$ cat src/rtl/text_writer_if.sv
// Byte-stream input plus VRAM write port and cursor/scroll outputs of the text writer.
// master = byte source, slave = the writer itself.
interface text_writer_if;
    logic       in_valid;
    logic       in_ready;
    logic [7:0] in_byte;
    logic       vram_we;
    logic [4:0] vram_wrow;
    logic [6:0] vram_wcol;
    logic [7:0] vram_wbyte;
    logic [4:0] top_row;
    logic [4:0] cursor_row;
    logic [6:0] cursor_col;

    modport master (
        output in_valid, in_byte,
        input  in_ready, vram_we, vram_wrow, vram_wcol, vram_wbyte,
               top_row, cursor_row, cursor_col
    );

    modport slave (
        input  in_valid, in_byte,
        output in_ready, vram_we, vram_wrow, vram_wcol, vram_wbyte,
               top_row, cursor_row, cursor_col
    );
endinterface

$ cat src/rtl/text_writer.sv
// Writes a terminal byte stream into the circular character VRAM, tracking the cursor,
// handling CR/LF/BS/FF, and scrolling by advancing top_row and blanking the recycled row.
module text_writer #(
    parameter int         COLS  = 100,
    parameter int         ROWS  = 30,
    parameter logic [7:0] BLANK = 8'h20
) (
    input  logic           clk,
    input  logic           reset,
    text_writer_if.slave   bus
);
    typedef enum logic [1:0] {CLEAR_ALL, IDLE, CLEAR_LINE} state_t;

    localparam logic [6:0] LAST_COL = 7'(COLS - 1);
    localparam logic [4:0] LAST_ROW = 5'(ROWS - 1);

    state_t     r_state,   w_state_n;
    logic [4:0] r_clr_row, w_clr_row_n;
    logic [6:0] r_clr_col, w_clr_col_n;
    logic       r_we,      w_we_n;
    logic [4:0] r_wrow,    w_wrow_n;
    logic [6:0] r_wcol,    w_wcol_n;
    logic [7:0] r_wbyte,   w_wbyte_n;
    logic [4:0] r_top,     w_top_n;
    logic [4:0] r_crow,    w_crow_n;
    logic [6:0] r_ccol,    w_ccol_n;
    logic [4:0] r_line,    w_line_n;
    logic       w_printable;
    logic       w_lf;

    assign w_printable = (bus.in_byte >= 8'h20) && (bus.in_byte != 8'h7F);

    always_ff @(posedge clk) begin
        if (reset) r_state <= CLEAR_ALL;
        else       r_state <= w_state_n;
    end

    always_ff @(posedge clk) begin
        if (reset) begin
            r_clr_row <= '0;
            r_clr_col <= '0;
            r_we      <= 1'b0;
            r_wrow    <= '0;
            r_wcol    <= '0;
            r_wbyte   <= '0;
            r_top     <= '0;
            r_crow    <= '0;
            r_ccol    <= '0;
            r_line    <= '0;
        end else begin
            r_clr_row <= w_clr_row_n;
            r_clr_col <= w_clr_col_n;
            r_we      <= w_we_n;
            r_wrow    <= w_wrow_n;
            r_wcol    <= w_wcol_n;
            r_wbyte   <= w_wbyte_n;
            r_top     <= w_top_n;
            r_crow    <= w_crow_n;
            r_ccol    <= w_ccol_n;
            r_line    <= w_line_n;
        end
    end

    always_comb begin
        w_state_n   = r_state;
        w_clr_row_n = r_clr_row;
        w_clr_col_n = r_clr_col;
        w_we_n      = 1'b0;
        w_wrow_n    = r_wrow;
        w_wcol_n    = r_wcol;
        w_wbyte_n   = r_wbyte;
        w_top_n     = r_top;
        w_crow_n    = r_crow;
        w_ccol_n    = r_ccol;
        w_line_n    = r_line;
        w_lf        = 1'b0;

        case (r_state)
            CLEAR_ALL: begin
                w_we_n    = 1'b1;
                w_wrow_n  = r_clr_row;
                w_wcol_n  = r_clr_col;
                w_wbyte_n = BLANK;
                if (r_clr_col == LAST_COL) begin
                    w_clr_col_n = '0;
                    if (r_clr_row == LAST_ROW) begin
                        w_clr_row_n = '0;
                        w_state_n   = IDLE;
                    end else begin
                        w_clr_row_n = r_clr_row + 5'd1;
                    end
                end else begin
                    w_clr_col_n = r_clr_col + 7'd1;
                end
            end

            // The row being blanked is the one the cursor now sits on after the scroll.
            CLEAR_LINE: begin
                w_we_n    = 1'b1;
                w_wrow_n  = r_crow;
                w_wcol_n  = r_clr_col;
                w_wbyte_n = BLANK;
                if (r_clr_col == LAST_COL) begin
                    w_clr_col_n = '0;
                    w_state_n   = IDLE;
                end else begin
                    w_clr_col_n = r_clr_col + 7'd1;
                end
            end

            IDLE: begin
                if (bus.in_valid) begin
                    if (w_printable) begin
                        w_we_n    = 1'b1;
                        w_wrow_n  = r_crow;
                        w_wcol_n  = r_ccol;
                        w_wbyte_n = bus.in_byte;
                        if (r_ccol < LAST_COL) begin
                            w_ccol_n = r_ccol + 7'd1;
                        end else begin
                            w_ccol_n = '0;
                            w_lf     = 1'b1;
                        end
                    end else begin
                        case (bus.in_byte)
                            8'h0D: w_ccol_n = '0;
                            8'h0A: w_lf     = 1'b1;
                            8'h08: if (r_ccol != '0) w_ccol_n = r_ccol - 7'd1;
                            8'h0C: begin
                                w_top_n     = '0;
                                w_crow_n    = '0;
                                w_ccol_n    = '0;
                                w_line_n    = '0;
                                w_clr_row_n = '0;
                                w_clr_col_n = '0;
                                w_state_n   = CLEAR_ALL;
                            end
                            default: ;
                        endcase
                    end
                end
            end

            default: w_state_n = CLEAR_ALL;
        endcase

        // Line feed: move down, or on the bottom line recycle the old top row as the new bottom.
        if (w_lf) begin
            if (r_line < LAST_ROW) begin
                w_line_n = r_line + 5'd1;
                w_crow_n = (r_crow == LAST_ROW) ? 5'd0 : r_crow + 5'd1;
            end else begin
                w_top_n     = (r_top == LAST_ROW) ? 5'd0 : r_top + 5'd1;
                w_crow_n    = r_top;
                w_clr_col_n = '0;
                w_state_n   = CLEAR_LINE;
            end
        end
    end

    assign bus.in_ready   = (r_state == IDLE);
    assign bus.vram_we    = r_we;
    assign bus.vram_wrow  = r_wrow;
    assign bus.vram_wcol  = r_wcol;
    assign bus.vram_wbyte = r_wbyte;
    assign bus.top_row    = r_top;
    assign bus.cursor_row = r_crow;
    assign bus.cursor_col = r_ccol;
endmodule

$ cat src/flat_wrapper.sv
// flat-port wrapper written by rule: the top's interface ports become plain ports
module text_writer_flat 
#(
    parameter int         COLS  = 100,
    parameter int         ROWS  = 30,
    parameter logic [7:0] BLANK = 8'h20
)
  (clk, reset, bus_in_valid, bus_in_byte, bus_in_ready, bus_vram_we, bus_vram_wrow, bus_vram_wcol, bus_vram_wbyte, bus_top_row, bus_cursor_row, bus_cursor_col);
  text_writer_if bus_i ();
  input  logic clk;
  input  logic reset;
  input wire logic [$bits(bus_i.in_valid)-1:0] bus_in_valid;
  input wire logic [$bits(bus_i.in_byte)-1:0] bus_in_byte;
  output wire logic [$bits(bus_i.in_ready)-1:0] bus_in_ready;
  output wire logic [$bits(bus_i.vram_we)-1:0] bus_vram_we;
  output wire logic [$bits(bus_i.vram_wrow)-1:0] bus_vram_wrow;
  output wire logic [$bits(bus_i.vram_wcol)-1:0] bus_vram_wcol;
  output wire logic [$bits(bus_i.vram_wbyte)-1:0] bus_vram_wbyte;
  output wire logic [$bits(bus_i.top_row)-1:0] bus_top_row;
  output wire logic [$bits(bus_i.cursor_row)-1:0] bus_cursor_row;
  output wire logic [$bits(bus_i.cursor_col)-1:0] bus_cursor_col;
  assign bus_i.in_valid = bus_in_valid;
  assign bus_i.in_byte = bus_in_byte;
  assign bus_in_ready = bus_i.in_ready;
  assign bus_vram_we = bus_i.vram_we;
  assign bus_vram_wrow = bus_i.vram_wrow;
  assign bus_vram_wcol = bus_i.vram_wcol;
  assign bus_vram_wbyte = bus_i.vram_wbyte;
  assign bus_top_row = bus_i.top_row;
  assign bus_cursor_row = bus_i.cursor_row;
  assign bus_cursor_col = bus_i.cursor_col;
  text_writer #(.COLS(COLS), .ROWS(ROWS), .BLANK(BLANK)) u_core (.clk(clk), .reset(reset), .bus(bus_i));
endmodule
$ cat config.mk
export PLATFORM = sky130hd
export DESIGN_NAME = text_writer_flat
export DESIGN_NICKNAME = d
export VERILOG_FILES = /design/src/rtl/text_writer_if.sv /design/src/rtl/text_writer.sv /design/src/flat_wrapper.sv
export SDC_FILE = /design/constraint.sdc
export NUM_CORES = 1
export LEC_CHECK = 0
export CORE_MARGIN = 4
export CORE_UTILIZATION = 50
export DETAILED_ROUTE_END_ITERATION = 16
export GPL_ROUTABILITY_DRIVEN = 0
export HOLD_SLACK_MARGIN = 0.02
export PLACE_DENSITY = 0.75
export SLEW_MARGIN = 10
export SYNTH_ARGS = -nofsm -noshare
export SYNTH_HDL_FRONTEND = slang
export SYNTH_SLANG_ARGS = --single-unit
$ cat constraint.sdc
create_clock -name clk -period 2.62 [get_ports clk]
set_input_delay 0.262 -clock clk [delete_from_list [all_inputs] [get_ports clk]]
set_output_delay 0.262 -clock clk [all_outputs]
set_load 0.03 [all_outputs]
=== Word level (Yosys, flattened, before mapping) ===
Cells that the tools add are included.

* Reduce and logical (&&, ||, !) cells: 17
* Add/subtract/negate cells: 7
* $lt $le $gt $ge: 3
* Mux-type cells: 60
* Equal/unequal tests: 18

{| class="wikitable"
|+ Operators by type and width
! operator !! number
|-
| 5-bit 2-to-1 mux || 24
|-
| 7-bit 2-to-1 mux || 11
|-
| 7-bit one-hot mux with 2 select lines || 3
|-
| 8-bit by 4-bit == test with 1-bit output (second input constant) || 4
|-
| 5-bit by 1-bit adder with 5-bit output (second input constant) || 4
|-
| 2-bit 2-to-1 mux || 8
|-
| 8-bit 2-to-1 mux || 2
|-
| 8-bit one-hot mux with 2 select lines || 1
|-
| 5-bit == test (second input constant) || 3
|-
| 5-bit one-hot mux with 3 select lines || 1
|-
| 7-bit by 1-bit adder with 7-bit output (second input constant) || 2
|-
| 5-bit one-hot mux with 2 select lines || 1
|-
| 2-bit nonzero test || 5
|-
| 8-bit by 6-bit greater-or-equal comparator with 1-bit output (second input constant) || 1
|-
| 8-bit by 7-bit inequality test with 1-bit output (second input constant) || 1
|-
| 4-bit AND reduction || 2
|-
| 7-bit == test (second input constant) || 1
|-
| 7-bit less-than comparator (second input constant) || 1
|-
| 1-bit 2-to-1 mux || 7
|-
| 7-bit nonzero test || 1
|-
| 7-bit by 1-bit subtractor with 7-bit output (second input constant) || 1
|-
| 2-bit by 1-bit inequality test with 1-bit output (second input constant) || 3
|-
| 2-bit inequality test (second input constant) || 3
|-
| 2-bit one-hot mux with 3 select lines || 1
|-
| other kinds (11) || 14
|}

* Register bits after elaboration: 57
* Logic and storage cells: 116
* Output and inout port bits: 39

=== Depth between registers and ports, before layout ===
Gate-level depths: netlist of run 1.

* Depth after elaboration: 7
* Gate-level depth with buffers: 10
* Mapped depth without buffers: 8

=== Worst setup path after synthesis of run 1 ===
Ideal clock, no wire load.

* Path kind: reg2reg
* From: register u_core.r_state[1]
* To: register u_core.r_top[3], in the netlist u_core.bus.top_row[3]
* Slack: 0.384 ns
* Library setup time: 0.079 ns
* Data required time: 2.541 ns
* Path buffers: 1
* Stages on the path, launching flop included: 10
* Data arrival time: 2.158 ns
* Cells stage by stage: dfxtp_1 > inv_1 > ha_1 > clkbuf_1 > and2_2 > nand4b_4 > o21ai_4 > nand3_4 > or4_1 > o211ai_1

* Word-level cells in the longest chain between the ends: 4
* Elaborated cells between the ends (all ways): 5

{| class="wikitable"
|+ RTL lines
! what !! line !! text
|-
| start, declared || text_writer.sv:17 || <nowiki>state_t r_state, w_state_n;</nowiki>
|-
| start signal, assigned || text_writer.sv:35 || <nowiki>else r_state <= w_state_n;</nowiki>
|-
| 2-bit by 1-bit == test with 1-bit output (*) || n/a ||
|-
| net bus_in_ready || flat_wrapper.sv:14 || <nowiki>output wire logic [$bits(bus_i.in_ready)-1:0] bus_in_ready;</nowiki>
|-
| 5-bit 2-to-1 mux || text_writer.sv:78 || <nowiki>case (r_state)</nowiki>
|-
| 5-bit 2-to-1 mux || text_writer.sv:149 || <nowiki>if (r_line < LAST_ROW) begin</nowiki>
|-
| 5-bit 2-to-1 mux (*) || text_writer.sv:148 || <nowiki>if (w_lf) begin</nowiki>
|-
| end signal, assigned || text_writer.sv:57 || <nowiki>r_top <= w_top_n;</nowiki>
|-
| end, declared || text_writer.sv:24 || <nowiki>logic [4:0] r_top, w_top_n;</nowiki>
|}

Mark *: on every way through the listed nets, which the timed path passes. The rest lies on a longest branch.
A chain may end at the register's enable or synchronous reset.

=== Worst setup path in the final report of run 1 ===
* From: register u_core.r_state[1]
* To: output port bus_in_ready

* Word-level cells in the longest chain between the ends: 1

{| class="wikitable"
|+ RTL lines
! what !! line !! text
|-
| 2-bit by 1-bit == test with 1-bit output || text_writer.sv:161 || <nowiki>assign bus.in_ready = (r_state == IDLE);</nowiki>
|-
| end, declared || flat_wrapper.sv:14 ||
|}

Every way passes these cells.

==> results of run 1 <==
## power by group through the flow
stage	combinational, W	clock (W)	sequential (W)
after floorplan	0.0000463	0	0.000907
after global placement	0.0000916	0	0.000900
after detailed placement	0.0000930	0	0.000900
after CTS	0.0000933	0.00103	0.000881
after global routing	0.000102	0.00107	0.000882
final	0.0000934	0.00102	0.000881
## layout make-up
type | instances | area share (%)
multi-input combinational | 301 | 49.4
clock buffer | 9 | 3.02
timing repair buffer | 57 | 13.6
sequential | 57 | 27.8
inverter | 10 | 0.916
tap | 77 | 2.35
clock inverter | 7 | 2.90
## routing by layer
metal	vias up	wire length, um	global-route usage, %
li1	1552	-	-
met1	1495	3770	28.9
met2	108	4030	37.2
met3	12	569	4.88
met4	0	95	8.93
met5	-	0	0
## registers in the layout (all words and copies together), names as in the netlist
name                   count
u_core.r_clr_col           7
u_core.bus.vram_wcol       7
u_core.r_line              5
u_core.bus.vram_wbyte      8
u_core.bus.vram_wrow       5
u_core.r_clr_row           5
u_core.bus.cursor_row      5
u_core.bus.cursor_col      7
u_core.bus.top_row         5
u_core.bus.vram_we         1
u_core.r_state             2
## cell usage after synthesis, drive strengths merged, types with 4 or more instances
cell type	instances	share of area (%)
nor4b	4	1.1
ha	15	5.7
dfxtp	57	35
and3	6	1.2
nor2	61	7.0
or3	4	0.91
nand4b	5	1.8
o211ai	7	1.6
a311oi	6	1.8
mux2i	15	4.6
a211oi	14	3.2
a31oi	7	1.3
clkbuf	16	1.8
a21oi	24	3.7
nand4	4	0.76
nand2b	5	0.95
o21ai	18	3.2
nand2	20	2.3
nand3	21	3.6
nor3	6	1.3
a22oi	9	2.1
inv	10	1.1
and2	4	0.80
buf	5	0.80
## stage by stage
stage	instances	power (W)	hold slack, ns	util, %	worst slack, ns
after floorplan	389	0.000954	0.425	-	0.384
after CTS	518	0.00201	0.438	64.6	0.240
final	518	0.00200	0.445	64.6	0.230
after detailed placement	502	0.000993	0.492	60.7	0.178
after global placement	502	0.000992	0.486	60.7	0.236
after global routing	518	0.00205	0.491	64.6	0.158
## final timing paths
kind | from | cells after the start | slack (ns) | end
max | u_core.r_state[1] | 4 | 0.23 | bus_in_ready
min | reset | 2 | 0.45 | u_core.r_clr_row[3]
max reg2reg | u_core.r_state[1] | 8 | 0.34 | u_core.bus.top_row[3]
min reg2reg | u_core.bus.vram_wrow[3] | 2 | 0.50 | u_core.bus.vram_wrow[3]
## cell families after synthesis
| logic type | count (synthesis) |
|---|---|
| flops | 57 |
| simple gates | 159 |
| fa+ha+maj | 15 |
| mux | 18 |
| xor+xnor | 3 |
| compound gates | 106 |
| buf+inv | 31 |
==> out/qor.csv, run 1 <==
metric,value,unit
avgSynthCellArea,8.45,um2
cts_max_path_buffers,2,
grt_pass1_vias,2977,
synth_compound_area_share,22.9,%
ios,50,
clock.fmax,418,MHz
status,"finished, final reports clean",
ant_nets,0,
maxSlewViolCount,0,
numCtsBuffers,9,
synth_nets,415,
synth_top_family_by_area,simple AND/OR/NAND/NOR gates,
drive_above_1_share,10.4,%
leakagePower,1.47,nW
required,2.36,ns
synth_xor_area_share,0.799,%
path_buf_inv,3,
die_w,89.1,um
postCtsSetupBuffers,0,
drt_iter0_drc,221,
start_util,51.8,%
crit_family,buffers and inverters,
maxSlewHeadroom,43.4,%
die_y,89.1,um
hp-class,input port to register,
netlist_area,3290,um2
fp.dieArea,7940,um2
overflow,0,
dr_total_vias,3167,
via_per_inst,6.11,
synthArstFlopShare,0,%
grt_usage,22.7,%
ys_seq_area_share,34.7,%
htreeDepth,3,
finalClockSkew,0.00521,ns
worstSetupEndpointType,output port,
register_area,1140,um2
antenna_found_initial,0,
combPwrFrac,4.7,%
rsz0062_at_grt,false,
drt-pass1-iter-count,4,
pwr-share-seq,44.1,%
finalCritPeriodShare,91.2,%
p_clk_share,51.3,%
io_buffers,49,
wl_per_cell,16.3,um
synth_mux_area_share,5.59,%
synth-simple-area-share,26.5,%
grt_max_degree,40,
dp_hpwl,5960,um
multi_input_area,2020,um2
synth_adder_area_share,5.71,%
holdBufCountCts,0,
drv_cap,0,
cts.sinks,57,
cp_max_fo,10,
final_area,4100,um2
antennaDiodeCount,0,
fin_setup_tns,0,ns
grt_pass1_wl,14200,um
final_common_cell,nor2_1,
postPlaceCellArea,3860,um2
syn2layout_area_growth,24.7,%
fin_crit,2.39,ns
worst-endpoint-arrival,2.13,ns
cts_root_buf,clkbuf_8,
cp_slowest_cell,clkdlybuf4s50_1,
path_clk_slew,0.07,ns
fillerInstances,534,
clk_latency,0.34,ns
internal_power,0.00154,W
irDropWorstVdd,0.000351,V
synth_cells,389,
power.switching,0.000454,W
path_cells,inv_1 > ha_1 > buf_4 > clkdlybuf4s50_1,
synth_warnings,0,
rows,29,
post_cts_resized,0,
hold_viol_final,0,
worstSetupStartpointType,register,
cp_slowest_stage_delay,0.69,ns
remaining_drc_errors,0,
final_cell_mix,"nor2_1 (61), dfxtp_1 (57), clkdlybuf4s50_1 (48), a21oi_1 (24)",
core-area,6350,um2
ys.flop_type,dfxtp_1,
power.density,488,nW/um2
synth-seq-cells,57,
final_net_count,462,
power.share.switching,22.7,%
tightest_slew,0.849,ns
critPathKind,register to output port,
setup_viol,0,
cts_tree,done,
ys_types,66,
synth_edf_count,0,
drt_wl_total,8460,um
No activity file was read; power rests on OpenSTA's default activity.
==> inputs of run 2 (changes only) <==
--- a/constraint.sdc
+++ b/constraint.sdc
@@ -3,2 +3,2 @@
 set_output_delay 0.262 -clock clk [all_outputs]
-set_load 0.03 [all_outputs]
+set_load 0.1 [all_outputs]
==> run 2 against run 1 <==
Non-clock buffer count rose by 2. Critical path depth increased by 4. Setup slack improved by 0.17 ns. Combinational power rose by 22%.
==> out/qor.csv, run 2 (synthesis gave the netlist of run 1 again) <==
metric,value,unit
holdBufCountCts,0,
power.density,441,nW/um2
wl_per_cell,16.1,um
status,"finished, final reports clean",
dr_total_vias,3161,
r2r-end,u_core.bus.top_row[3],
path_clk_slew,0.07,ns
rows,29,
hold_viol_final,0,
fillerInstances,571,
grt_pass1_vias,2922,
endpoint,u_core.bus.top_row[3],
grt_pass1_wl,13700,um
remaining_drc_errors,0,
fin_setup_tns,0,ns
maxSlewHeadroom,49.7,%
die_y,89.1,um
largest_reg_flops,8,
grt_max_degree,39,
hp-class,input port to register,
r2r_start,u_core.r_state[1],
finalClockSkew,0.0109,ns
final_area,3950,um2
tightest_slew,0.753,ns
final_common_cell,nor2_1,
core-area,6350,um2
required,2.89,ns
drt_iter0_drc,242,
whs,0.450,ns
clock.fmax,451,MHz
cp_max_fo,10,
htreeDepth,3,
via_per_inst,6.08,
cts_tree,done,
postPlaceCellArea,3780,um2
drv_cap,0,
post_cts_resized,0,
ff2ff_setup_slack,0.40,ns
setup_viol,0,
antenna_found_initial,0,
drt-pass1-iter-count,5,
antennaDiodeCount,0,
numCtsBuffers,9,
worst-endpoint-arrival,2.49,ns
overflow,0,
crit_path_start,u_core.r_state[1],
maxSlewViolCount,0,
start_util,51.8,%
drt_wl_total,8380,um
cp_slowest_cell,or4_1,
fin_crit,2.22,ns
cp_slowest_stage_delay,0.51,ns
clk_latency,0.35,ns
critPathKind,register to register,
irDropWorstVdd,0.000266,V
drive_above_1_share,19.4,%
grt_usage,22.2,%
worstSetupEndpointType,register,
final_cell_mix,"nor2_1 (61), dfxtp_1 (57), buf_4 (48), a21oi_1 (24)",
cts.sinks,57,
finalCritPeriodShare,84.6,%
io_buffers,49,
rsz0062_at_grt,false,
reg2reg_depth,8,
cts_max_path_buffers,2,
postCtsSetupBuffers,0,
ant_nets,0,
worstSetupStartpointType,register,
path_cells,inv_1 > ha_2 > and2_2 > nand4b_4 > o21ai_4 > nand3_4 > or4_1 > o211ai_1,
fp.dieArea,7940,um2
cts_root_buf,clkbuf_8,
syn2layout_area_growth,20.1,%
dp_hpwl,5990,um
ios,50,
die_w,89.1,um
final_net_count,464,
leakagePower,1.53,nW
[run 2: worst max-delay path: cells and delay by family (launching register included)]
kind / cells / cell delay (ns)
adder cells (fa/ha/maj): 1 / 0.32
AND/OR/NAND/NOR: 4 / 1.08
buffers and inverters: 1 / 0.12
flip-flops: 1 / 0.33
AO/OA/AOI/OAI: 2 / 0.27
[run 2: metal layers]
metal  GRT usage, %  part of all wire (%)
met3           6.45                   7.1
met1           27.4                    45
met5              0                     0
met2           37.0                    47
met4           7.17                   1.5
[run 2: area by class of cell]
class,count,area (um2),area share [%]
Timing Repair Buffer,59,475,12.0
Sequential cell,57,1140,28.9
Clock inverter,3,15.0,0.380
Multi-Input combinational cell,301,2030,51.3
Clock buffer,13,159,4.02
Tap cell,77,96.3,2.44
Inverter,10,37.5,0.950
[run 2: worst min-delay path by stage]
stage                        startpoint                  endpoint  slack (ns)  cells past startpoint
6_report                          reset     u_core.bus.top_row[4]        0.45                      2
2_1_floorplan            bus_in_byte[0]  u_core.bus.vram_wbyte[0]        0.42                      2
3_3_place_gp    u_core.bus.vram_wrow[0]   u_core.bus.vram_wrow[0]        0.49                      2
4_1_cts                           reset     u_core.bus.top_row[4]        0.44                      2
5_1_grt                           reset       u_core.r_clr_row[0]        0.47                      2
3_5_place_dp   u_core.bus.vram_wbyte[5]  u_core.bus.vram_wbyte[5]        0.49                      2
[run 2: power by group]
part / internal, W / switching, W
clock: 0.000390 / 0.000355
combinational: 0.0000377 / 0.0000764
sequential: 0.000875 / 0.00000700
total: 0.00130 / 0.000439
[run 2: metrics by stage]
stage	worst slack (ns)	util (%)	power, W	cells
3_5_place_dp	0.152	59.5	0.00101	504
5_1_grt	0.293	62.2	0.00181	520
4_1_cts	0.419	62.2	0.00175	520
6_report	0.404	62.2	0.00174	520
2_1_floorplan	0.118	-	0.000975	389
3_3_place_gp	0.245	59.5	0.00101	504
